`src/rtl/serial_adder_pkg.sv`:
```
// Shared definitions for the bit-serial adder: FSM state encoding and
// the bit-counter width helper.
package serial_adder_pkg;

    typedef enum logic [1:0] {
        ST_IDLE = 2'd0,
        ST_RUN  = 2'd1,
        ST_DONE = 2'd2
    } state_t;

    // One spare bit so the counter can represent n itself for any n >= 1.
    function automatic int cnt_width(input int w);
        return $clog2(w) + 1;
    endfunction

endpackage

```
`src/rtl/fa_cell.sv`:
```
// Combinational 1-bit full adder used as the single arithmetic cell of
// the serial adder.
module fa_cell (
    input  logic a,
    input  logic b,
    input  logic ci,
    output logic s,
    output logic co
);

    assign s  = a ^ b ^ ci;
    assign co = (a & b) | (a & ci) | (b & ci);

endmodule

```
`src/rtl/serial_adder.sv`:
```
// Bit-serial n-bit adder, LSB first, one full-adder cell plus a carry flop,
// behind a start/busy/done handshake. Define SERIAL_ADDER_OVF_EN to add V.
module serial_adder
    import serial_adder_pkg::*;
#(
    parameter int n = 4
) (
    input  logic         clk,
    input  logic         rst,
    input  logic         start,
    input  logic [n-1:0] A,
    input  logic [n-1:0] B,
    input  logic         Cin,
    output logic         busy,
    output logic         done,
    output logic [n-1:0] S,
    output logic         Cout
`ifdef SERIAL_ADDER_OVF_EN
    ,
    output logic         V
`endif
);

    localparam int             CW   = cnt_width(n);
    localparam logic [CW-1:0]  LAST = CW'(n - 1);

    state_t        state;
    logic [n-1:0]  shA;
    logic [n-1:0]  shB;
    logic [n-1:0]  shS;
    logic          c;
    logic [CW-1:0] cnt;

    logic          sbit;
    logic          co;
    logic [n-1:0]  sum_next;
    logic          last;

    fa_cell u_fa (
        .a  (shA[0]),
        .b  (shB[0]),
        .ci (c),
        .s  (sbit),
        .co (co)
    );

    // Sum bits enter from the MSB side so that after n shifts bit 0 lands at S[0].
    generate
        if (n == 1) begin : g_one
            assign sum_next = sbit;
        end else begin : g_many
            assign sum_next = {sbit, shS[n-1:1]};
        end
    endgenerate

    assign last = (cnt == LAST);

    always_ff @(posedge clk) begin
        if (rst) begin
            state <= ST_IDLE;
            busy  <= 1'b0;
            done  <= 1'b0;
            shA   <= '0;
            shB   <= '0;
            shS   <= '0;
            c     <= 1'b0;
            cnt   <= '0;
            S     <= '0;
            Cout  <= 1'b0;
`ifdef SERIAL_ADDER_OVF_EN
            V     <= 1'b0;
`endif
        end else begin
            done <= 1'b0;
            case (state)
                ST_IDLE: begin
                    if (start) begin
                        shA   <= A;
                        shB   <= B;
                        c     <= Cin;
                        cnt   <= '0;
                        state <= ST_RUN;
                        busy  <= 1'b1;
                    end
                end
                ST_RUN: begin
                    shA <= shA >> 1;
                    shB <= shB >> 1;
                    shS <= sum_next;
                    c   <= co;
                    cnt <= cnt + 1'b1;
                    if (last) begin
                        S     <= sum_next;
                        Cout  <= co;
`ifdef SERIAL_ADDER_OVF_EN
                        // c is the carry into the MSB, co the carry out of it.
                        V     <= c ^ co;
`endif
                        done  <= 1'b1;
                        state <= ST_DONE;
                    end
                end
                ST_DONE: begin
                    state <= ST_IDLE;
                    busy  <= 1'b0;
                end
                default: begin
                    state <= ST_IDLE;
                    busy  <= 1'b0;
                end
            endcase
        end
    end

endmodule

```
`config.mk`:
```
export PLATFORM = sky130hd
export DESIGN_NAME = serial_adder
export DESIGN_NICKNAME = d
export VERILOG_FILES = /design/src/rtl/serial_adder_pkg.sv /design/src/rtl/fa_cell.sv /design/src/rtl/serial_adder.sv
export SDC_FILE = /design/constraint.sdc
export NUM_CORES = 1
export LEC_CHECK = 0
export CORE_MARGIN = 4
export CORE_UTILIZATION = 30
export DETAILED_ROUTE_END_ITERATION = 7
export GPL_ROUTABILITY_DRIVEN = 0
export PLACE_DENSITY_LB_ADDON = 0.1
export SYNTH_ARGS = -nofsm -noshare
export SYNTH_HDL_FRONTEND = slang
export SYNTH_SLANG_ARGS = --single-unit
export TNS_END_PERCENT = 20
```
`constraint.sdc`:
```
create_clock -name clk -period 1.9 [get_ports clk]
set_clock_uncertainty 0.2 [all_clocks]
set_input_delay 0.19 -clock clk [delete_from_list [all_inputs] [get_ports clk]]
set_output_delay 0.19 -clock clk [all_outputs]
set_load 0.02 [all_outputs]
```
-- Yosys cells after proc, flatten, opt, wreduce, memory -nomap -nowiden
Cells that the tools add are included.
- bitwise operators: 8
- equality and inequality tests: 4
- add/sub/neg operators: 1
- mux-type cells: 14
- reductions and logical operators: 7
- operators with widths (operator ; count):
    case mux 4 bit (2 select lines) ; 2
    2-to-1 mux 4 bit ; 2
    AND reduction 2 bit ; 4
    case mux 3 bit (2 select lines) ; 1
    2-to-1 mux 2 bit ; 2
    != test 2 bit, second input constant ; 2
    case mux 1 bit (2 select lines) ; 2
    case mux 2 bit (2 select lines) ; 1
    adder 3 x 1 -> 3 bit, second input constant ; 1
    bitwise AND 1 bit ; 3
    == test 3 x 2 -> 1 bit, second input constant ; 1
    2-to-1 mux 1 bit ; 3
    2-to-1 mux 3 bit ; 1
    == test 2 x 1 -> 1 bit, second input constant ; 1
    zero test 2 bit ; 1
    bitwise OR 1 bit ; 2
    nonzero test 2 bit ; 1
    OR reduction 2 bit ; 1
    XOR 1 bit ; 2
    inverter 1 bit ; 1
- bits of input ports: 12
- register bits after elaboration: 25
- output and inout bits: 7

-- Longest topological paths before layout
Gate-level depths: netlist of the first run.
- depth after elaboration: 4
- gate-level depth with buffers: 5
- gate-level depth less buffers: 5

-- By module
Synthesis of the first run repeated with hierarchy kept, for this count alone.
- cells, all modules: 107
- area total of the unflattened synthesis: 992.2 um^2
- by module, submodules not included (module ; times used ; cells an instance ; area each (um^2)):
    serial_adder ; 1 ; 106 ; 972.2
    fa_cell ; 1 ; 1 ; 20.0

-- Worst setup path after synthesis of the first run
OpenSTA, ideal clock, no wires.
- kind: register -> register
- from: register cnt[0]
- to: register S[2]
- buffers on the path: 0
- stages on the path, launching flop included: 6
- library setup time: 0.132 ns
- slack: 0.495 ns
- period minus slack after synthesis: 1.405 ns
- data arrival time: 1.073 ns
- cells stage by stage: dfxtp_1 > ha_1 > ha_1 > nand3b_1 > nand2_1 > a21oi_1
- word-level cells in the longest chain between the ends: 2
- RTL lines (what ; RTL line ; source):
    start, declared ; serial_adder.sv:32 ; logic [CW-1:0] cnt;
    start signal, assigned ; serial_adder.sv:91 ; cnt <= cnt + 1'b1;
    == test 3 x 2 -> 1 bit ; serial_adder.sv:56 ; assign last = (cnt == LAST);
    net last ; serial_adder.sv:37 ; logic last;
    AND reduction 2 bit (no line) ; - ;
    end signal, assigned ; serial_adder.sv:93 ; S <= sum_next;
    end, declared ; serial_adder.sv:16 ; output logic [n-1:0] S,
The timed path passes the listed nets, and every way through them passes these cells.
A chain may end at the register's enable or synchronous reset.

-- Final worst setup path of the first run
- from: register S[2]
- to: output S[2]
No word-level cell between the ends.

==> run_results.csv, run 1 <==
group,metric,value,unit
logic_synthesis,synth_cell_types,25,
drt,drt-total-wl,1930,um
logic_synthesis,synth_mux_area_share,9.77,%
outcome,outcome,"finished clean",
die,die_x,66.4,um
logic_synthesis,synthAdderAreaFrac,4.40,%
logic_synthesis,synth_area_in_xor_xnor,0,%
placement,pre_cts_slack,287,ps
die,placementRows,20,
sta,timing.setup.tns,0,ps
cts,cts_tree,"built",
grt,grt_start_max_net_pins,17,
sta,rsz0062_at_grt,"false",
sta,timing.slew.headroom,80.4,%
drt,detail_route.drc_violations,0,
logic_synthesis,number_of_enable_flip_flop_cells_after_synthesis,0,
logic_synthesis,yosys_warnings,0,
die,start_util,32.5,%
cts,tritoncts.num_buffers,3,
power_and_ir_drop,p_leak,0.464,nW
logic_synthesis,synth_top_family_by_area,"compound AO/OA/AOI/OAI gates",
drt,first_iter_violations,11,
grt,gr-usage-all-layers,10.6,%
cells_and_area,antenna_cells_inserted,0,
setup_path,critPathRequiredTime,1510,ps
setup_path,crit_buf_inv,1,
cts,cts-htree-levels,1,
grt,antenna_violations_before_repair,0,
logic_synthesis,synth_seq_cells,24,
setup_path,start_kind,"flip-flop",
logic_synthesis,synthesis.area,1020,um2
cells_and_area,syn2layout_area_growth,23.9,%
sta,final_hold_viol_count,0,
sta,period_share,87.7,%
sta,worst-slew-pin-transition,294,ps
setup_path,worst-endpoint-arrival,1280,ps
grt,grt_pass1_wl,3540,um
logic_synthesis,netlist_top_cells_count,"dfxtp_1 (24), nor2_1 (16), mux2i_1 (10), a211oi_2 (8), a21oi_1 (6)",
cts,post_cts.repair.setup_buffers,0,
run,timing.max_cap.violations,0,
cts,post_cts_hold_buffer_count,0,
placement,place.port_buffers,18,
logic_synthesis,synth.most_common_cell,"dfxtp_1",
sta,min_clock_period_post_route,1670,ps
logic_synthesis,synthFlopType,"dfxtp_1",
logic_synthesis,yosysTopAreaCellShare,46.9,%
setup_path,critical-path-slowest-cell,"clkdlybuf4s50_1",
power_and_ir_drop,peakVddDrop,402,uV
cells_and_area,final_net_count,134,
placement,place_hpwl,1390,um
cells_and_area,final_core_util,40.3,%
drt,routed_via_density,4.57,
logic_synthesis,synth_area_leaders,"dfxtp_1 (47%), a211oi_2 (9.8%), mux2i_1 (9.8%)",
cts,worst_setup_hold_path_clk_slew,120,ps
cts,post_cts_resized,0,
cts,cts_buffer_depth,2,
logic_synthesis,post_synth_inst_count,98,
worst_hold_path,hold_path.class,"reg -> reg",
sta,final_max_slew_viol_count,0,
drt,routed_wl_per_cell,12.0,um
drt,total_iterations_of_the_first_detailed_routing_run,4,
cts,clk_latency,300,ps
setup_path,cpLargestDelayFamily,"buffers and inverters",
cts,root_buffer,"clkbuf_4",
setup_path,setup.worst_path.end_class,"output pin",
setup_path,path_max_fanout,2,
logic_synthesis,postSynthNetCount,113,
logic_synthesis,synth_sequential_area_ratio,46.9,%
drt,drtAntennaViolNets,0,
setup_path,critical_path.max_stage_delay,610,ps
logic_synthesis,yosys.area_share.simple,14.2,%
logic_synthesis,synth-async-reset-ratio,0,%
power_and_ir_drop,powerDensity,710,nW/um2
setup_path,path_cells,"clkdlybuf4s50_1",
die,die_h,66.4,um
die,coreArea,3150,um2
logic_synthesis,synth_area_per_cell,10.5,um2
cells_and_area,post_route_cells_drive_above_1_share,16.2,%
sta,setup_violations,0,
sta,max_clock_freq,600,MHz
grt,globalRouteOverflowTotal,0,
cts,cts_sinks,24,
drt,via_count,736,
logic_synthesis,synth_compound_area_share,18.7,%
grt,first_global_vias,783,
die,io_pins,19,
logic_synthesis,synth_top_cell_by_area,"dfxtp_1",
setup_path,setup.worst_path.class,"reg -> out",
sta,finalWorstSetupSlack,234,ps
die,floorplan.die_area,4410,um2
==> kinds of logic (layout without fill, tap and decap cells) <==
| kind of cell | after synthesis | count (layout) |
|---|---|---|
| compound gates | 21 | 21 |
| fa+ha+maj | 3 | 3 |
| buf+inv | 8 | 27 |
| flops | 24 | 24 |
| mux | 10 | 10 |
| simple gates | 32 | 32 |
==> power breakdown <==
part / switching, W / internal, W / leakage (nW)
logic: 0.0000663 / 0.0000752 / 0.254
registers: 0.0000194 / 0.000528 / 0.196
clock network: 0.000139 / 0.0000740 / 0.0138
total: 0.000225 / 0.000677 / 0.464
==> metal layers <==
metal	wire length [um]	track usage, %	up-vias
li1	-	-	387
met3	68	4.08	2
met2	785	16.2	13
met5	0	0	-
met1	1060	13.9	334
met4	13	2.28	0
==> cell usage in the layout, fill, tap and decap left out, types with 5 or more instances in the layout <==
cell type / synthesis / layout
nand3_1: 5 / 5
a211oi_2: 8 / 8
dfxtp_1: 24 / 24
mux2i_1: 10 / 10
clkdlybuf4s50_1: 0 / 18
a21oi_1: 6 / 6
nor2_1: 16 / 16
nand2_1: 5 / 5
==> metrics by stage <==
stage / total power (W) / instance area, um2 / std cells / hold slack, ps
floorplan: 0.000655 / 1020 / 98 / 54.6
global route: 0.000962 / 1270 / 161 / 302
global placement: 0.000701 / 1250 / 158 / 250
CTS: 0.000922 / 1270 / 161 / 266
detailed placement: 0.000701 / 1250 / 158 / 248
finish: 0.000902 / 1270 / 161 / 265
==> area by class of cell <==
cell class                 instances  area (um2)
tap                               44        55.1
fill                             352        1880
clock buffer                       3        22.5
multi-input combinational         66         482
timing repair buffer              22         223
inverter                           2        7.51
sequential                        24         480
==> path summary, 6_finish.rpt <==
check	from	end	slack, ps	cells past startpoint
setup / recovery	S[2]	S[2]	230	1
hold / removal	Cout	Cout	260	2
hold reg to reg	Cout	Cout	260	2
setup reg to reg	cnt[0]	S[1]	320	5
==> flip-flops by register name, summed over array words and instances, names as in the netlist <==
| register | count |
|---|---|
| shA | 4 |
| shS | 3 |
| state | 2 |
| S | 4 |
| done | 1 |
| busy | 1 |
| c | 1 |
| shB | 4 |
| Cout | 1 |
| cnt | 3 |
Power figures use the tool's default switching activity.
==> inputs of run 2 (changes only) <==
- CAP_MARGIN: unset -> 20
- PLACE_DENSITY_LB_ADDON: 0.1 -> unset
- SLEW_MARGIN: unset -> 20
==> run_results.csv, run 2 (synthesis gave the netlist of run 1 again) <==
group,metric,value,unit
placement,place.port_buffers,18,
drt,drtAntennaViolNets,0,
setup_path,path_cells,"clkdlybuf4s50_1",
setup_path,critPathRequiredTime,1510,ps
setup_path,reg2reg_depth,5,
sta,worst-slew-pin-transition,301,ps
cts,cts_sinks,24,
setup_path,cpLargestDelayFamily,"buffers and inverters",
cells_and_area,syn2layout_area_growth,23.9,%
sta,period_share,87.8,%
cells_and_area,final_cell_mix,"dfxtp_1 (24), clkdlybuf4s50_1 (18), nor2_1 (16)",
cells_and_area,final_net_count,134,
power_and_ir_drop,clock_power_share,23.8,%
cts,cts_buffer_depth,2,
drt,total_iterations_of_the_first_detailed_routing_run,4,
sta,min_clock_period_post_route,1670,ps
die,coreArea,3150,um2
die,start_util,32.5,%
run,timing.max_cap.violations,0,
setup_path,crit_start,"S[2]",
drt,via_count,736,
die,floorplan.die_area,4410,um2
setup_path,start_kind,"flip-flop",
drt,routed_wl_per_cell,12.0,um
cells_and_area,antenna_cells_inserted,0,
grt,globalRouteOverflowTotal,0,
cts,post_cts_hold_buffer_count,0,
sta,rsz0062_at_grt,"false",
cts,post_cts_resized,0,
die,die_x,66.4,um
grt,grt_pass1_wl,3350,um
placement,place_inst,158,
power_and_ir_drop,fraction_of_power_spent_switching_nets,25.2,%
die,placementRows,20,
placement,place_hpwl,1460,um
cells_and_area,layout_top_registers,"S x4, shA x4, shB x4",
cells_and_area,layout.cells.most_common,"dfxtp_1",
sta,final_max_slew_viol_count,0,
grt,antenna_violations_before_repair,0,
setup_path,crit_path_end,"S[2]",
power_and_ir_drop,power_frac_comb,15.7,%
cts,clk_latency,300,ps
power_and_ir_drop,power.net_switching,0.000228,W
outcome,outcome,"finished clean",
cts,worst_setup_hold_path_clk_slew,120,ps
cts,cts_tree,"built",
drt,routed_via_density,4.57,
setup_path,r2r_start,"cnt[0]",
setup_path,worst-endpoint-arrival,1280,ps
sta,setup_violations,0,
sta,final_hold_viol_count,0,
setup_path,setup.worst_path.class,"reg -> out",
power_and_ir_drop,internal_power,0.000678,W
die,die_h,66.4,um
drt,drt-total-wl,1930,um
setup_path,regToRegSetupSlack,340,ps
drt,detail_route.drc_violations,0,
cells_and_area,post_route_cells_drive_above_1_share,16.2,%
setup_path,crit_buf_inv,1,
sta,max_clock_freq,599,MHz
cts,cts-htree-levels,1,
sta,fin_hold_ws,265,ps
setup_path,path_max_fanout,2,
setup_path,setup.worst_path.end_class,"output pin",
drt,first_iter_violations,8,
die,io_pins,19,
grt,grt_start_max_net_pins,17,
setup_path,critical-path-slowest-cell,"clkdlybuf4s50_1",
power_and_ir_drop,powerDensity,713,nW/um2
power_and_ir_drop,power.share.sequential,60.5,%
sta,timing.setup.tns,0,ps
setup_path,cp_num_cells,1,
cells_and_area,layout.filler_cells,334,
cts,root_buffer,"clkbuf_4",
sta,timing.slew.headroom,79.9,%
worst_hold_path,worst_hold_path.num_cells,2,
power_and_ir_drop,peakVddDrop,496,uV
setup_path,critical_path.max_stage_delay,610,ps
cts,post_cts.repair.setup_buffers,0,
power_and_ir_drop,p_leak,0.464,nW
cts,tritoncts.num_buffers,3,
cells_and_area,final_cells,161,
grt,first_global_vias,734,
worst_hold_path,hold_path.class,"reg -> reg",
grt,gr-usage-all-layers,9.61,%
setup_path,regToRegEndpoint,"Cout",
[run 2: power by group through the flow]
stage | clock network [W] | registers, W | logic, W
2_1_floorplan | 0 | 0.000556 | 0.0000991
3_3_place_gp | 0 | 0.000558 | 0.000140
3_5_place_dp | 0 | 0.000559 | 0.000144
4_1_cts | 0.000223 | 0.000548 | 0.000145
5_1_grt | 0.000237 | 0.000551 | 0.000157
6_report | 0.000216 | 0.000547 | 0.000142
[run 2: worst min path at each step]
stage	endpoint	slack, ps	from
3_3_place_gp	S[1]	260	S[1]
2_1_floorplan	cnt[0]	50	rst
3_5_place_dp	S[1]	250	S[1]
4_1_cts	S[1]	270	S[1]
6_report	S[1]	260	S[1]
5_1_grt	S[3]	280	S[3]
[run 2: layer usage]
layer	vias up	part of all wire (%)	track usage, %	routed length (um)
met3	2	5.3	3.74	103
li1	384	-	-	-
met1	338	51	13.0	978
met4	0	0.41	1.52	8
met5	-	0	0	0
met2	12	44	14.6	843
[run 2: per-stage QoR]
step	instance area, um2	setup WS (ps)	utilization, %	total power [W]
global placement	1250	322	39.6	0.000698
detailed placement	1250	297	39.6	0.000703
floorplan	1020	495	-	0.000655
global route	1270	169	40.3	0.000945
finish	1270	232	40.3	0.000905
CTS	1270	210	40.3	0.000915
[run 2: final cells by class]
cell class	instances	area, um2	share of cell area [%]
Multi-Input combinational cell	66	482	37.9
Sequential cell	24	480	37.8
Timing Repair Buffer	22	223	17.5
Tap cell	44	55.1	4.33
Clock buffer	3	22.5	1.77
Inverter	2	7.51	0.591
